## src/rtl/scene_state_buffer.sv

```systemverilog
// scene_state_buffer
//   Double-buffered scene state: decoded instructions edit a shadow set
//   (one camera plus NUM_LIGHTS lights); an opFrame copies the whole shadow
//   set into the active set once the renderer is not busy.
//
//   Optional feature: define SCENE_STATE_ERR_EN to make err a sticky flag
//   that is set by dropped writes. Without it, err is tied to 0.
//
// Ports
//   clk_in, rst_n_in   clock, asynchronous active-low reset
//   inst_valid/ready   instruction handshake (accepted when both high)
//   inst_type          InstructionType: 1 opCameraSet, 2 opLightSet, 3 opFrame,
//                      all other codes (0 opNop, 4-15) are consumed with no effect
//   inst_lindex        light slot for opLightSet
//   inst_prop          CameraProperty or LightProperty code
//   inst_data          property value (float16 at the default width)
//   render_busy        consumer is reading the active set; commit has to wait
//   rd_lidx            light slot to read back (1-cycle latency)
//   rd_light           Light packed: [1:0] lType, then lpXLocation..lpIntensity
//                      (codes 1..8), DATA_WIDTH bits each, LSB first
//   rd_camera          Camera packed: cpXLocation..cpFovVer (codes 1..13),
//                      DATA_WIDTH bits each, LSB first
//   frame_commit       one-cycle pulse while the active set is being loaded
//   err                sticky illegal-write flag
module scene_state_buffer #(
   parameter int unsigned NUM_LIGHTS = 2,
   parameter int unsigned DATA_WIDTH = 16
) (
   input  logic                                             clk_in,
   input  logic                                             rst_n_in,
   input  logic                                             inst_valid,
   output logic                                             inst_ready,
   input  logic [3:0]                                       inst_type,
   input  logic [5:0]                                       inst_lindex,
   input  logic [4:0]                                       inst_prop,
   input  logic [DATA_WIDTH-1:0]                            inst_data,
   input  logic                                             render_busy,
   input  logic [(NUM_LIGHTS > 1 ? $clog2(NUM_LIGHTS) : 1)-1:0] rd_lidx,
   output logic [8*DATA_WIDTH+1:0]                          rd_light,
   output logic [13*DATA_WIDTH-1:0]                         rd_camera,
   output logic                                             frame_commit,
   output logic                                             err
);

   localparam int unsigned CamW   = 13 * DATA_WIDTH;
   localparam int unsigned LightW = 8 * DATA_WIDTH + 2;
   localparam int unsigned LIdxW  = (NUM_LIGHTS > 1) ? $clog2(NUM_LIGHTS) : 1;

   localparam logic [3:0] opCameraSet = 4'd1;
   localparam logic [3:0] opLightSet  = 4'd2;
   localparam logic [3:0] opFrame     = 4'd3;

   localparam logic [4:0] cpXLocation = 5'd1;
   localparam logic [4:0] cpFovVer    = 5'd13;
   localparam logic [4:0] lpType      = 5'd0;
   localparam logic [4:0] lpIntensity = 5'd8;

   typedef enum logic [1:0] {StIdle, StWaitCommit, StCommit} sceneState_t;

   sceneState_t stateQ, stateD;

   logic accept;
   logic camPropOk, lightPropOk, lightInRange;
   logic camWrite, lightWrite, doCommit;

   logic [CamW-1:0]   shCam, actCam;
   logic [LightW-1:0] shLight  [NUM_LIGHTS];
   logic [LightW-1:0] actLight [NUM_LIGHTS];

   assign accept       = inst_valid & inst_ready;
   assign camPropOk    = (inst_prop >= cpXLocation) && (inst_prop <= cpFovVer);
   assign lightPropOk  = (inst_prop <= lpIntensity);
   assign lightInRange = (32'(inst_lindex) < NUM_LIGHTS);
   assign camWrite     = accept && (inst_type == opCameraSet) && camPropOk;
   assign lightWrite   = accept && (inst_type == opLightSet) && lightInRange && lightPropOk;
   assign doCommit     = (stateQ == StCommit);

   // ---------------- FSM: state register ----------------
   always_ff @(posedge clk_in or negedge rst_n_in) begin
      if (!rst_n_in) stateQ <= StIdle;
      else           stateQ <= stateD;
   end

   // ---------------- FSM: next state ----------------
   always_comb begin
      stateD = stateQ;
      unique case (stateQ)
         StIdle: begin
            if (accept && (inst_type == opFrame)) begin
               stateD = render_busy ? StWaitCommit : StCommit;
            end
         end
         StWaitCommit: if (!render_busy) stateD = StCommit;
         StCommit:     stateD = StIdle;
         default:      stateD = StIdle;
      endcase
   end

   // ---------------- FSM: outputs ----------------
   always_comb begin
      inst_ready   = (stateQ == StIdle);
      frame_commit = (stateQ == StCommit);
   end

   // ---------------- shadow set ----------------
   // Constant part-selects per property code keep the write decode lint-clean.
   always_ff @(posedge clk_in or negedge rst_n_in) begin
      if (!rst_n_in) begin
         shCam <= '0;
         for (int i = 0; i < NUM_LIGHTS; i++) shLight[i] <= '0;
      end else begin
         if (camWrite) begin
            for (int p = 1; p <= 13; p++) begin
               if (inst_prop == 5'(p)) shCam[(p-1)*DATA_WIDTH +: DATA_WIDTH] <= inst_data;
            end
         end
         if (lightWrite) begin
            for (int i = 0; i < NUM_LIGHTS; i++) begin
               if (inst_lindex == 6'(i)) begin
                  if (inst_prop == lpType) shLight[i][1:0] <= inst_data[1:0];
                  for (int p = 1; p <= 8; p++) begin
                     if (inst_prop == 5'(p)) begin
                        shLight[i][2+(p-1)*DATA_WIDTH +: DATA_WIDTH] <= inst_data;
                     end
                  end
               end
            end
         end
      end
   end

   // ---------------- active set and registered readback ----------------
   always_ff @(posedge clk_in or negedge rst_n_in) begin
      if (!rst_n_in) begin
         actCam    <= '0;
         rd_camera <= '0;
         rd_light  <= '0;
         for (int i = 0; i < NUM_LIGHTS; i++) actLight[i] <= '0;
      end else begin
         if (doCommit) begin
            actCam <= shCam;
            for (int i = 0; i < NUM_LIGHTS; i++) actLight[i] <= shLight[i];
         end
         rd_camera <= actCam;
         // Out-of-range slot matches nothing and reads back as zero.
         rd_light <= '0;
         for (int i = 0; i < NUM_LIGHTS; i++) begin
            if (rd_lidx == LIdxW'(i)) rd_light <= actLight[i];
         end
      end
   end

   // ---------------- error flag ----------------
`ifdef SCENE_STATE_ERR_EN
   logic dropWrite;
   logic errQ;

   assign dropWrite = accept &&
                      (((inst_type == opCameraSet) && !camPropOk) ||
                       ((inst_type == opLightSet) && !(lightInRange && lightPropOk)));

   always_ff @(posedge clk_in or negedge rst_n_in) begin
      if (!rst_n_in)      errQ <= 1'b0;
      else if (dropWrite) errQ <= 1'b1;
   end

   assign err = errQ;
`else
   assign err = 1'b0;
`endif

endmodule

```

## config.mk

```make
export PLATFORM = sky130hd
export DESIGN_NAME = scene_state_buffer
export DESIGN_NICKNAME = d
export VERILOG_FILES = /design/src/rtl/scene_state_buffer.sv
export SDC_FILE = /design/constraint.sdc
export NUM_CORES = 1
export LEC_CHECK = 0
export ABC_AREA = 1
export BUFFER_PORTS_ARGS = -buffer_cell sky130_fd_sc_hd__buf_2
export CORE_AREA = 5 5 292 351
export DETAILED_ROUTE_END_ITERATION = 16
export DIE_AREA = 0 0 297 356
export PLACE_DENSITY_LB_ADDON = 0.12
export SYNTH_ARGS = -nofsm -noshare
export SYNTH_HDL_FRONTEND = slang
export SYNTH_SLANG_ARGS = --single-unit
```

## constraint.sdc

```tcl
create_clock -name clk_in -period 2.15 [get_ports clk_in]
set_input_delay 0.1075 -clock clk_in [delete_from_list [all_inputs] [get_ports clk_in]]
set_output_delay 0.1075 -clock clk_in [all_outputs]
set_load 0.005 [all_outputs]
```

Yosys cells after proc, flatten, opt, wreduce, memory -nomap -nowiden
Index checks and enable logic that the tools add are counted.
- register bits after elaboration: 1276
- output and inout bits: 341
- $lt $le $gt $ge: 4
- equality and inequality tests: 21
- mux-type cells: 5
- bitwise operators: 1
- reduce and logical (&&, ||, !) cells: 42
- operators by type and width (kind ; count):
    two-way mux 130 bit ; 1
    AND reduction 3 bit ; 18
    == test 5 x 4 -> 1 bit (second input constant) ; 6
    AND reduction 2 bit ; 14
    == test 5 x 3 -> 1 bit (second input constant) ; 4
    == test 5 x 2 -> 1 bit (second input constant) ; 2
    less-or-equal comparator 5 x 4 -> 1 bit (second input constant) ; 2
    == test 4 x 2 -> 1 bit (second input constant) ; 2
    logical AND 1 bit ; 7
    == test 6 x 1 -> 1 bit (second input constant) ; 1
    zero test 6 bit ; 1
    less-than comparator 6 x 2 -> 1 bit (second input constant) ; 1
    two-way mux 2 bit ; 3
    == test 5 x 1 -> 1 bit (second input constant) ; 1
    greater-or-equal comparator 5 x 1 -> 1 bit (second input constant) ; 1
    zero test 5 bit ; 1
    == test 4 x 1 -> 1 bit (second input constant) ; 1
    one-hot mux 2 bit (2 select lines) ; 1
    == test 2 x 1 -> 1 bit (second input constant) ; 1
    == test 2 bit (second input constant) ; 1
    zero test 2 bit ; 1
    != test 2 x 1 -> 1 bit (second input constant) ; 1
    != test 2 bit (second input constant) ; 1
    bitwise AND 1 bit ; 1

Depth between registers and ports, before layout
Gate-level depths: netlist of run 1.
- depth in word-level cells: 6
- gate-level depth with buffers: 12
- mapped depth without buffers: 9

Worst setup path before layout of run 1
Ideal clock, no wire load.
- path type: reg-to-reg
- start: register stateQ[0]
- end: register shLight[217] (netlist bit)
- setup time: 0.117 ns
- data arrival time: 1.624 ns
- path slack: 0.409 ns
- stages on the path, launching flop included: 11
- clock period less this slack: 1.741 ns
- cell sequence: dfrtp_1 nor2_1 nand2_1 inv_1 nand2_1 nor2_2 buf_4 nand4_2 buf_2 nand2_1 nand2_1
- word-level cells in the longest chain between the ends: 6
- ends and longest elaborated chain (element ; line ; RTL):
    start, declared ; 60 ; sceneState_t stateQ, stateD;
    start signal, assigned ; 80 ; if (!rst_n_in) stateQ <= StIdle;
    start signal, assigned ; 81 ; else stateQ <= stateD;
    zero test 2 bit ; 101 ; inst_ready = (stateQ == StIdle);
    net inst_ready ; 32 ; output logic inst_ready,
    bitwise AND 1 bit ; 70 ; assign accept = inst_valid & inst_ready;
    logical AND 1 bit (3 in a row) ; 75 ; assign lightWrite = accept && (inst_type == opLightSet) && lightInRange && lightPropOk;
    AND reduction 3 bit (no line) ; -- ;
    end signal, assigned by index ; 120 ; if (inst_prop == lpType) shLight[i][1:0] <= inst_data[1:0];
    end signal, assigned by index ; 123 ; shLight[i][2+(p-1)*DATA_WIDTH +: DATA_WIDTH] <= inst_data;
    end, declared ; 67 ; logic [LightW-1:0] shLight [NUM_LIGHTS];
The timed path passes the listed nets, and every way through them passes these cells.
A chain may end at the register's enable or synchronous reset.

Worst setup path after layout of run 1
- start: register stateQ[0]
- end: register shLight[179] (netlist bit)
- word-level cells in the longest chain between the ends: 6
- ends and longest elaborated chain (element ; line):
    zero test 2 bit ; 101
    bitwise AND 1 bit ; 70
    logical AND 1 bit (3 in a row) ; 75
    AND reduction 3 bit (no line) ; --
Every way passes these cells.

==> metrics.log, run 1 <==
INFO  metric final_common_cell = sky130_fd_sc_hd__nand2_1
INFO  metric cts_htree_levels = 3
INFO  metric placementRows = 127
INFO  metric globalplace.congestion = 0.7846
INFO  metric endpoint_kind = flip-flop
INFO  metric core_area = 99000 um2
INFO  metric timing.final.crit_share = 0.9060
INFO  metric syn-num-nets = 4664
INFO  metric num_vias = 31930
INFO  metric setup_violations = 0
INFO  metric finalWorstSetupSlack = 202.1 ps
INFO  metric leakage = 0.02920 uW
INFO  metric worst-path-max-fanout = 38
INFO  metric gr-usage-all-layers = 0.2343
INFO  metric clock_tree.root_cell = sky130_fd_sc_hd__clkbuf_16
INFO  metric grt_remaining_overflow = 0
INFO  metric drt_pre_antenna_iters = 5
INFO  metric finalSetupTns = 0 ps
INFO  metric number_of_nets_in_the_layout = 5048
INFO  metric crit_arrival = 2560 ps
INFO  metric yosys.area_share.simple = 0.1975
INFO  metric critical_path_class = reg2reg
INFO  metric worst_path_largest_cell_delay = 420 ps
INFO  metric groute.layer.met1.usage = 0.3414
INFO  metric synthesis.area = 45860 um2
INFO  metric initial_core_util = 0.4632
INFO  metric fill_cells = 8812
INFO  metric totalWireLength = 123.9 mm
INFO  metric global_route_wire_length_before_repair = 194.0 mm
INFO  metric finClkSkew = 18.63 ps
INFO  metric globalRoute.busiestLayer = met2
INFO  metric timing.hold.ws = 94.74 ps
INFO  metric synth_compound_area_frac = 0.05653
INFO  metric xor_and_xnor_fraction_of_the_mapped_netlist_area = 0
INFO  metric preCtsSetupSlack = 227.4 ps
INFO  metric crit_path_cell_trace = nor2_1 -> nand2_1 -> nor2_1 -> nand3_1 -> nor2_4 -> buf_12 -> clkbuf_16 -> nand3_1 -> nand2_1
INFO  metric first_global_vias = 31600
INFO  metric worst-slew-pin-transition = 797.1 ps
INFO  metric cellInternalPower = 39770 uW
INFO  metric critical_path.slowest_cell = sky130_fd_sc_hd__dfrtp_1
INFO  metric floorplan.die_area = 105700 um2
INFO  metric die_width = 297 um
INFO  metric timing.max_cap.violations = 0
INFO  metric finalHoldViolCount = 0
INFO  metric grt.met3_usage = 0.04887
INFO  metric synth_edf_count = 0
INFO  metric drc = 0
INFO  metric cts_made_buffers = 120
INFO  metric drt-initial-drc-count = 2762
INFO  metric power.density = 948.4 nW/um2
INFO  metric power_frac_comb = 0.061
INFO  metric synth-async-reset-ratio = 1.000
INFO  metric min-delay-path-class = in2reg
INFO  metric slew_violations = 0
INFO  metric required = 2770 ps
INFO  metric grt_util_met2 = 0.3719
INFO  metric portBuffers = 375
INFO  metric crit_path_start_kind = flip-flop
INFO  metric hpwl_after_detailed_placement = 75.24 mm
INFO  metric detailed_place.area = 50200 um2
INFO  metric synth_fa_ha_area_frac = 0
INFO  metric cts_tree = built
INFO  metric number_of_nets_with_antenna_violations_after_detailed_routing = 0
INFO  metric timing.final.crit_period = 1948 ps
INFO  metric p_switching = 12140 uW
INFO  metric run_status = complete, no violations
INFO  metric cts.sinks = 1276
INFO  metric floorplan.die.height = 356 um
INFO  metric cts.clk_slew.worst_paths = 60 ps
INFO  metric predominant_post_synthesis_flop_cell = sky130_fd_sc_hd__dfrtp_1
INFO  metric synth.distinct_cells = 24
INFO  metric ys_seq_area_frac = 0.6963
INFO  metric synth_mux_area_frac = 0
INFO  metric final_core_utilization = 0.5530
INFO  metric post_route_cells_drive_above_1_share = 0.1502
INFO  metric finish.instance_area = 54740 um2
INFO  metric pwr-share-clk = 0.425
INFO  metric fmax = 513.4 MHz
INFO  metric yosys_register_bits = 1276
INFO  metric max_slew_margin = 0.4630
INFO  metric num_io_pins = 377
INFO  metric dominant_combinational_cell_family_by_area_after_synthesis = simple AND/OR/NAND/NOR gates
INFO  metric rsz0062_at_grt = true
INFO  metric power.ir.vdd_worst = 0.0007304 V
INFO  metric grt_start_max_net_pins = 91
INFO  metric postSynthAreaPerCell = 9.909 um2
INFO  metric cts.path.max_buffers = 3
INFO  metric routed_via_density = 4.979
INFO  metric synthToLayoutAreaGrowth = 19.37%
INFO  metric seq_power_share = 0.514
INFO  metric power_switching_share = 0.2339
INFO  metric yosysWarningCount = 0
INFO  metric grt_antenna_before_repair = 10
INFO  metric layout_common_cells = sky130_fd_sc_hd__nand2_1, sky130_fd_sc_hd__dfrtp_1, sky130_fd_sc_hd__o21ai_0
INFO  metric wire_per_inst = 19.32 um
INFO  metric insertion_delay = 700 ps
INFO  metric syn_inst = 4628
-- power groups by stage --
stage / Clock (uW) / Combinational (uW) / Sequential [uW]
global placement: 0 / 3150 / 27100
floorplan: 0 / 971 / 26800
detailed placement: 0 / 3200 / 27100
finish: 22100 / 3170 / 26700
global route: 23600 / 3590 / 26800
CTS: 22600 / 3260 / 26700
-- what timing repair did --
item	CTS	global route
buffers inserted	1	1
gates resized for setup	0	5
hold buffers	28	0
pin swaps	1	1
hold endpoints to repair	1250	0
cloned	1	1
setup endpoints to repair	1	3
-- sequential cells by signal, summed over array words and instances (netlist names) --
name	flops
rd_light	130
rd_camera	208
shCam	208
stateQ	2
shLight	260
actCam	208
actLight	260
-- routing by layer --
| layer | share of wire | up-vias |
|---|---|---|
| met1 | 0.45 | 15750 |
| met3 | 0.061 | 136 |
| met4 | 0.016 | 0 |
| met5 | 0 | - |
| met2 | 0.47 | 819 |
| li1 | - | 15230 |
-- cells by family after synthesis --
family | count (synthesis)
compound gates | 518
buf+inv | 575
flops | 1276
other cells | 1
simple gates | 2258
-- metrics by stage --
stage                     total power (uW)  std cells
final                                51920       6413
after global routing                 53990       6409
after CTS                            52540       6408
after detailed placement             30310       6149
after global placement               30290       6149
after floorplan                      27740       4628
-- final timing paths --
kind | cells past startpoint | slack (ps) | startpoint | end
setup / recovery | 9 | 200 | stateQ[0] | shLight[179]
hold / removal | 5 | 90 | inst_prop[4] | shCam[167]
setup reg to reg | 9 | 200 | stateQ[0] | shLight[179]
hold reg to reg | 0 | 370 | actCam[178] | rd_camera[178]
max in group asynchronous | 4 | 350 | rst_n_in | actCam[109]
min in group asynchronous | 3 | 550 | rst_n_in | rd_camera[114]
-- worst max-delay path: cells and delay by family (launching register included) --
kind | cells | cell delay [ps]
and+or+nand+nor | 7 | 1030
DFF | 1 | 420
buffers and inverters | 2 | 380
-- cell usage after synthesis, types with 5 or more instances --
master | n | share of area
sky130_fd_sc_hd__buf_1 | 6 | 0.00049
sky130_fd_sc_hd__buf_2 | 76 | 0.0083
sky130_fd_sc_hd__clkbuf_1 | 209 | 0.017
sky130_fd_sc_hd__dfrtp_1 | 1276 | 0.70
sky130_fd_sc_hd__inv_1 | 276 | 0.023
sky130_fd_sc_hd__nand2_1 | 1848 | 0.15
sky130_fd_sc_hd__nand3_1 | 344 | 0.038
sky130_fd_sc_hd__nand4_1 | 10 | 0.0014
sky130_fd_sc_hd__nand4_2 | 8 | 0.0022
sky130_fd_sc_hd__nor2_1 | 32 | 0.0026
sky130_fd_sc_hd__nor2_2 | 5 | 0.00068
sky130_fd_sc_hd__o21ai_0 | 498 | 0.054
sky130_fd_sc_hd__o21ai_1 | 19 | 0.0021
-- area by class of cell --
class                   instances  area, um2  area share
multi-input cells            2777      11730      0.2142
clock buffers                 179       3556     0.06496
diodes                          4      10.01   0.0001828
repair buffers                557       4228     0.07723
flip-flops and latches       1276      31930      0.5833
well taps                    1290       1614     0.02948
inverters                     280       1059     0.01934
clock inverters                50      618.1     0.01129
Power figures use the tool's default switching activity.
==> run 2: changes to the inputs <==
--- a/config.mk
+++ b/config.mk
@@ -7,9 +7,11 @@
 export LEC_CHECK = 0
 export ABC_AREA = 1
 export BUFFER_PORTS_ARGS = -buffer_cell sky130_fd_sc_hd__buf_2
-export CORE_AREA = 5 5 292 351
+export CELL_PAD_IN_SITES_DETAIL_PLACEMENT = 1
+export CELL_PAD_IN_SITES_GLOBAL_PLACEMENT = 2
+export CORE_AREA = 5 5 324 389
 export DETAILED_ROUTE_END_ITERATION = 16
-export DIE_AREA = 0 0 297 356
+export DIE_AREA = 0 0 329 394
 export PLACE_DENSITY_LB_ADDON = 0.12
 export SYNTH_ARGS = -nofsm -noshare
 export SYNTH_HDL_FRONTEND = slang
==> run 2 against run 1 <==
  * Sequential power is essentially flat
  * Critical endpoint is now shLight[206]
  * Die area grew 23%
  * First-iteration DRC count shrank 38%
  * Hold slack lost 32 ps
  * Sequential cell count is the same
  * Critical path depth is the same
  * Clock power grew 10%
==> metrics.log, run 2 (synthesis gave the netlist of run 1 again) <==
INFO  metric biggestRegsByFlops = actLight (260), shLight (260)
INFO  metric required = 2860 ps
INFO  metric finalSetupTns = 0 ps
INFO  metric initial_core_util = 0.3751
INFO  metric endpoint_kind = flip-flop
INFO  metric final_core_utilization = 0.4573
INFO  metric synthToLayoutAreaGrowth = 21.92%
INFO  metric power.ir.vdd_worst = 0.0006379 V
INFO  metric design_power_total = 54280 uW
INFO  metric worst_r2r_startpoint = stateQ[0]
INFO  metric crit_path_cell_trace = nor2_1 -> nand2_1 -> nor2_1 -> nand3_1 -> nor2_4 -> buf_12 -> buf_12 -> nand3_1 -> nand2_1
INFO  metric post_route_cells_drive_above_1_share = 0.1569
INFO  metric finish.instance_area = 55910 um2
INFO  metric insertion_delay = 790 ps
INFO  metric worstReg2RegEnd = shLight[206]
INFO  metric pwr-share-clk = 0.448
INFO  metric detailed_place.area = 50930 um2
INFO  metric timing.max_cap.violations = 0
INFO  metric leakage = 0.02955 uW
INFO  metric seq_power_share = 0.492
INFO  metric min-delay-path-class = in2reg
INFO  metric setup_violations = 0
INFO  metric number_of_nets_in_the_layout = 5080
INFO  metric num_io_pins = 377
INFO  metric cellInternalPower = 41160 uW
INFO  metric core_area = 122300 um2
INFO  metric number_of_nets_with_antenna_violations_after_detailed_routing = 0
INFO  metric power_frac_comb = 0.060
INFO  metric worst-slew-pin-transition = 801.7 ps
INFO  metric cts_made_buffers = 134
INFO  metric max_slew_margin = 0.4599
INFO  metric floorplan.die.height = 394 um
INFO  metric global_route_wire_length_before_repair = 218.4 mm
INFO  metric cts_htree_levels = 4
INFO  metric critical_path_class = reg2reg
INFO  metric worst-path-max-fanout = 27
INFO  metric hold_worst_path_end = shCam[162]
INFO  metric timing.final.crit_period = 1941 ps
INFO  metric hold_depth = 5
INFO  metric p_switching = 13130 uW
INFO  metric grt_antenna_before_repair = 16
INFO  metric cts.clk_slew.worst_paths = 70 ps
INFO  metric r2r_cell_count = 9
INFO  metric drt_pre_antenna_iters = 5
INFO  metric gr-usage-all-layers = 0.2194
INFO  metric critical_path.slowest_cell = sky130_fd_sc_hd__dfrtp_1
INFO  metric finalHoldViolCount = 0
INFO  metric grt_start_max_net_pins = 114
INFO  metric cts.path.max_buffers = 3
INFO  metric cts.sinks = 1276
INFO  metric ff2ff_setup_slack = 210 ps
INFO  metric floorplan.die_area = 129600 um2
INFO  metric power_switching_share = 0.2418
INFO  metric first_global_vias = 35050
INFO  metric drt-initial-drc-count = 1723
INFO  metric totalWireLength = 140.7 mm
INFO  metric placementRows = 141
INFO  metric placed_cells_incl_taps = 6523
INFO  metric die_width = 329 um
INFO  metric wire_per_inst = 20.70 um
INFO  metric portBuffers = 375
INFO  metric final_common_cell = sky130_fd_sc_hd__nand2_1
INFO  metric cts_tree = built
INFO  metric crit_path_start_kind = flip-flop
INFO  metric globalplace.congestion = 0.7534
INFO  metric clock_tree.root_cell = sky130_fd_sc_hd__clkbuf_16
INFO  metric drc = 0
INFO  metric slew_violations = 0
INFO  metric routed_via_density = 4.799
INFO  metric fin_cells = 6799
INFO  metric layout_common_cells = sky130_fd_sc_hd__nand2_1, sky130_fd_sc_hd__dfrtp_1, sky130_fd_sc_hd__o21ai_0
INFO  metric crit_arrival = 2650 ps
INFO  metric num_vias = 32630
INFO  metric fmax = 515.3 MHz
INFO  metric worst_path_largest_cell_delay = 410 ps
INFO  metric rsz0062_at_grt = false
INFO  metric timing.final.crit_share = 0.9027
INFO  metric grt_remaining_overflow = 0
INFO  metric finClkSkew = 26.82 ps
INFO  metric hold_path_startpoint = inst_prop[4]
INFO  metric hpwl_after_detailed_placement = 86.22 mm
INFO  metric power.density = 970.9 nW/um2
INFO  metric run_status = complete, no violations
==> run 2: repair_timing <==
action / CTS / global route
hold buffers: 27 / 0
gates cloned: 1 / 0
buffers inserted: 1 / 0
resized for setup: 0 / 1
pin swaps: 1 / 0
endpoints found under the hold margin: 1594 / 0
setup endpoints to repair: 1 / 31
==> run 2: power by group through the flow <==
stage / Combinational (uW) / Clock, uW / Sequential, uW
floorplan: 971 / 0 / 26800
global placement: 3240 / 0 / 27200
detailed placement: 3320 / 0 / 27200
CTS: 3390 / 25000 / 26800
global route: 3690 / 26000 / 26800
finish: 3270 / 24300 / 26700
==> run 2: how the worst max path moves through the flow <==
| stage | endpoint | startpoint |
|---|---|---|
| final | shLight[206] | stateQ[0] |
| after global routing | shLight[174] | stateQ[0] |
| after CTS | shCam[205] | stateQ[0] |
| after detailed placement | shCam[155] | stateQ[0] |
| after global placement | shCam[129] | stateQ[0] |
| after floorplan | shLight[217] | stateQ[0] |
==> run 2: metrics by stage <==
stage	setup WS, ps	hold slack (ps)
floorplan	408.9	-188.1
global placement	221.1	-20.16
detailed placement	163.0	-23.37
CTS	148.7	1.592
global route	34.75	34.62
finish	209.2	62.50
==> run 2: final cells by class <==
class / instances / area, um2
tap: 1644 / 2057
fill: 13650 / 66350
clock inverter: 55 / 754.5
sequential: 1276 / 31930
timing repair buffer: 575 / 4441
antenna: 4 / 10.01
multi-input combinational: 2777 / 11760
inverter: 280 / 1060
clock buffer: 188 / 3900
==> run 2: worst max-delay path, delay by kind of cell, from the launching register on <==
kind	cells	cell delay (ps)
simple gates	7	990
buf+inv	2	440
flops	1	410
==> run 2: per-layer routing <==
layer | global-route usage | vias up | part of all wire
met5 | 0 | - | 0
li1 | - | 15260 | -
met1 | 0.3031 | 16670 | 0.46
met2 | 0.3646 | 526 | 0.48
met4 | 0.05283 | 0 | 0.021
met3 | 0.03616 | 173 | 0.037
